File: src/rtl/noc_fifo_pm_rd.sv
// PM-domain read side of the NoC async FIFO: Gray write-pointer sync, read pointer and one-entry output stage.
// Optional macro NOC_FIFO_PM_RD_LEVEL_EN adds a registered fill level; otherwise fill_level_o is tied to 0.
`ifndef NOC_ASYNC_FIFO_PACKET_SIZE
`define NOC_ASYNC_FIFO_PACKET_SIZE 32
`endif
`ifndef NOC_ASYNC_FIFO_AWIDTH
`define NOC_ASYNC_FIFO_AWIDTH 3
`endif

module noc_fifo_pm_rd #(
  parameter int PACKET_SIZE = `NOC_ASYNC_FIFO_PACKET_SIZE,
  parameter int AWIDTH      = `NOC_ASYNC_FIFO_AWIDTH
) (
  input  logic                   clk_i,
  input  logic                   reset_i,
  input  logic [PACKET_SIZE-1:0] noc_fifo_in_data_i,
  input  logic [AWIDTH:0]        noc_fifo_in_waddr_i,
  output logic [AWIDTH:0]        noc_fifo_in_raddr_o,
  output logic [PACKET_SIZE-1:0] pkt_data_o,
  output logic                   pkt_valid_o,
  input  logic                   pkt_ready_i,
  output logic [AWIDTH:0]        fill_level_o
);

  localparam int PW = AWIDTH + 1;

  logic [PW-1:0] wptr_meta;
  logic [PW-1:0] wptr_sync;
  logic [PW-1:0] rptr_bin;
  logic [PW-1:0] rptr_bin_next;
  logic [PW-1:0] rptr_gray;
  logic          empty;
  logic          load;

  function automatic logic [PW-1:0] bin2gray(input logic [PW-1:0] b);
    return b ^ (b >> 1);
  endfunction

  // Two-flop synchroniser for the Gray write pointer coming from the NoC clock.
  always_ff @(posedge clk_i or posedge reset_i) begin
    if (reset_i) begin
      wptr_meta <= '0;
      wptr_sync <= '0;
    end else begin
      wptr_meta <= noc_fifo_in_waddr_i;
      wptr_sync <= wptr_meta;
    end
  end

  assign empty         = (wptr_sync == rptr_gray);
  assign load          = !empty && (!pkt_valid_o || pkt_ready_i);
  assign rptr_bin_next = rptr_bin + PW'(1);

  always_ff @(posedge clk_i or posedge reset_i) begin
    if (reset_i) begin
      rptr_bin  <= '0;
      rptr_gray <= '0;
    end else if (load) begin
      rptr_bin  <= rptr_bin_next;
      rptr_gray <= bin2gray(rptr_bin_next);
    end
  end

  assign noc_fifo_in_raddr_o = rptr_gray;

  // Output stage: a load replaces the held packet, an accept with nothing behind it drains it.
  always_ff @(posedge clk_i or posedge reset_i) begin
    if (reset_i) begin
      pkt_valid_o <= 1'b0;
      pkt_data_o  <= '0;
    end else if (load) begin
      pkt_valid_o <= 1'b1;
      pkt_data_o  <= noc_fifo_in_data_i;
    end else if (pkt_ready_i) begin
      pkt_valid_o <= 1'b0;
    end
  end

`ifdef NOC_FIFO_PM_RD_LEVEL_EN
  function automatic logic [PW-1:0] gray2bin(input logic [PW-1:0] g);
    logic [PW-1:0] b;
    b[PW-1] = g[PW-1];
    for (int i = PW - 2; i >= 0; i--) begin
      b[i] = b[i+1] ^ g[i];
    end
    return b;
  endfunction

  // Entries still in the FIFO memory; the packet in the output stage is not counted.
  always_ff @(posedge clk_i or posedge reset_i) begin
    if (reset_i) begin
      fill_level_o <= '0;
    end else begin
      fill_level_o <= gray2bin(wptr_sync) - rptr_bin;
    end
  end
`else
  assign fill_level_o = '0;
`endif

endmodule
File: config.mk
export PLATFORM = sky130hd
export DESIGN_NAME = noc_fifo_pm_rd
export DESIGN_NICKNAME = d
export VERILOG_FILES = /design/src/rtl/noc_fifo_pm_rd.sv
export SDC_FILE = /design/constraint.sdc
export NUM_CORES = 1
export LEC_CHECK = 0
export CORE_ASPECT_RATIO = 1.1
export CORE_MARGIN = 10
export CORE_UTILIZATION = 37
export CTS_CLUSTER_DIAMETER = 80
export CTS_CLUSTER_SIZE = 30
export DETAILED_ROUTE_END_ITERATION = 8
export PLACE_DENSITY = 0.74
export RECOVER_POWER = 50
export SLEW_MARGIN = 10
export SYNTH_ARGS = -nofsm -noshare
export SYNTH_HDL_FRONTEND = slang
export SYNTH_SLANG_ARGS = --single-unit
File: constraint.sdc
create_clock -name clk_i -period 1.4 [get_ports clk_i]
set_input_delay 0.28 -clock clk_i [delete_from_list [all_inputs] [get_ports clk_i]]
set_output_delay 0.28 -clock clk_i [all_outputs]
set_load 0.05 [all_outputs]
==> results_dict.tcl <==
set metrics [dict create \
    outcome "finished with violations" \
    die_h_um 94.25 \
    area_growth_pct 78.95 \
    final_util_pct 69.86 \
    hold_buffers 0 \
    hold_viol_final 0 \
    fin_tns_setup_ns -6.024 \
    routed_wl_um 5016 \
    die-area_um2 8246 \
    grt_pass1_vias 1432 \
    first_pass_iters 3 \
    grt-ovfl-total 0 \
    drt-vias-per-instance 4.728 \
    final_common_cell "dfrtp_1" \
    final_cell_mix "dfrtp_1, buf_12, clkdlybuf4s50_1" \
    synth-seq-cells 48 \
    ioPinCount 80 \
    wl_per_cell_um 18.93 \
    hp-class "flop to flop" \
    numCtsBuffers 5 \
    worstPathRequired_ns 1.59 \
    synth_cell_types 15 \
    cpPeakStageDelay_ns 0.43 \
    drive_gt1_share_pct 51.44 \
    critPathSlowestCell "dfrtp_2" \
    clock-sinks 48 \
    finalClockSkew_ns 0.006703 \
    grt_max_degree 29 \
    p_per_area_nw_per_um2 2286 \
    std_cell_rows 26 \
    worstSetupStartpointType "flop" \
    drt_iter0_drc 62 \
    period_needed_ns 1.596 \
    max-clock-path-buffers 2 \
    path_cells "xnor2_2, a41oi_4, buf_4, clkbuf_16, mux2_2" \
    ant_nets 0 \
    cts_tree "built" \
    yosysWarnings 0 \
    critPathArrivalTime_ns 1.78 \
    crit_fanout 7 \
    drc 0 \
    swShare_pct 39.28 \
    dp.cells 252 \
    power.internal_mw 4.606 \
    clock.fmax_mhz 626.5 \
    maxCapViolations 0 \
    cp-end-kind "flop" \
    grt_setup_unrepaired "yes" \
    drv_slew 0 \
    finalNetCount 248 \
    power_switching_mw 2.979 \
    p_clk_share_pct 11.4 \
    ys_seq_area_share_pct 64.78 \
    core_um2 4750 \
    die_w_um 87.50 \
    dr_total_vias 1253 \
    clockRootBuffer "clkbuf_8" \
    hold_slack_ns 0.3520 \
    clk_latency_ns 0.30 \
    setup_slack_ns -0.1962 \
    fin_cells 265 \
    start_util_pct 39.04 \
    antenna_found_initial 1 \
    seqPwrFrac_pct 29.6 \
    synthCells 116 \
    numPortBuffers 75 \
    clk_pin_slew_ns 0.08 \
    slew_headroom_pct 66.12 \
    violations "setup timing" \
    ir_worst_vdd_mv 1.203 \
    pwr-share-comb_pct 58.9 \
    setup_viol 38 \
    criticalPathCategory "flop to flop" \
    place_hpwl_um 3934 \
    p_leak_nw 1.453 \
    worst_pin_slew_ns 0.5054 \
    grt_use_total_pct 12.19 \
    place_congestion 0.6680 \
    dp_slack_ns -0.3731 \
    period_share_pct 114.0 \
    syn_area_per_cell_um2 15.99 \
    htreeDepth 2 \
    syn_area_um2 1854 \
    grt_pass1_wl_um 7700 \
]
critical path, delay by kind of cell, from the launching register on:
family	cells	cell delay (ns)
XOR/XNOR	1	0.16
buffers and inverters	2	0.34
flip-flops	1	0.43
multiplexers	1	0.33
AO/OA/AOI/OAI	1	0.24
cells by family after synthesis:
group | synth area share, %
compound gates | 0.8774
xor+xnor | 5.668
fa+ha+maj | 0.6747
buf+inv | 3.981
flops | 64.78
mux | 21.86
other cells | 0.2022
simple gates | 1.957
flip-flops by register name, summed over array words and instances (netlist names):
signal,flops
pkt_data_o,32
rptr_bin,4
wptr_meta,4
wptr_sync,4
noc_fifo_in_raddr_o,3
pkt_valid_o,1
cells in the mapped netlist:
cell type,instances,share of area [%]
xnor2_1,10,4.7
or2_2,1,0.34
nand2_1,3,0.61
buf_6,2,1.2
xor2_1,2,0.94
dfrtp_1,48,65
buf_2,2,0.54
conb_1,1,0.20
nand4_1,2,0.67
nor2b_1,1,0.34
inv_1,1,0.20
a41oi_2,1,0.88
ha_1,1,0.67
mux2_2,36,22
buf_4,5,2.0
through the flow:
stage,power (mW),area [µm²]
5_1_grt,7.929,3318
4_1_cts,7.554,3272
2_1_floorplan,4.460,1927
6_report,7.585,3318
3_5_place_dp,6.680,3176
3_3_place_gp,6.560,3176
cell type report:
cell class | count | area (µm²)
Fill cell | 300 | 1431
Tap cell | 56 | 70.07
Clock buffer | 7 | 96.34
Inverter | 1 | 5.005
Multi-Input combinational cell | 61 | 658.1
Antenna cell | 1 | 2.502
Sequential cell | 48 | 1206
Timing Repair Buffer | 91 | 1280
layer usage:
metal | share of wire (%) | global-route usage [%] | vias to the layer above
met4 | 2.2 | 4.521 | 0
met5 | 0 | 0 | -
li1 | - | - | 565
met3 | 14 | 8.767 | 9
met1 | 37 | 12.96 | 618
met2 | 47 | 18.33 | 61
final timing paths:
check | from | depth (start not counted) | slack (ns) | endpoint
max in group asynchronous | reset_i | 3 | 0.22 | noc_fifo_in_raddr_o[2]
max reg2reg | noc_fifo_in_raddr_o[2] | 5 | -0.20 | pkt_data_o[23]
min | wptr_meta[3] | 0 | 0.35 | wptr_sync[3]
max | noc_fifo_in_raddr_o[2] | 5 | -0.20 | pkt_data_o[23]
min reg2reg | wptr_meta[3] | 0 | 0.35 | wptr_sync[3]
min in group asynchronous | reset_i | 2 | 0.44 | pkt_data_o[13]
power groups by stage:
| stage | logic [mW] | registers [mW] | clock network, mW |
|---|---|---|---|
| final | 4.47 | 2.25 | 0.868 |
| after global routing | 4.68 | 2.30 | 0.952 |
| after CTS | 4.42 | 2.24 | 0.890 |
| after detailed placement | 4.41 | 2.27 | 0 |
| after global placement | 4.33 | 2.23 | 0 |
| after floorplan | 1.17 | 3.29 | 0 |
repair_timing:
| item | CTS | global route |
|---|---|---|
| pin swaps | 0 | 2 |
| setup endpoints to repair | 38 | 39 |
| buffers inserted | 0 | 3 |
| gates cloned | 0 | 2 |
| resized for setup | 0 | 3 |
Power figures use the tool's default switching activity.
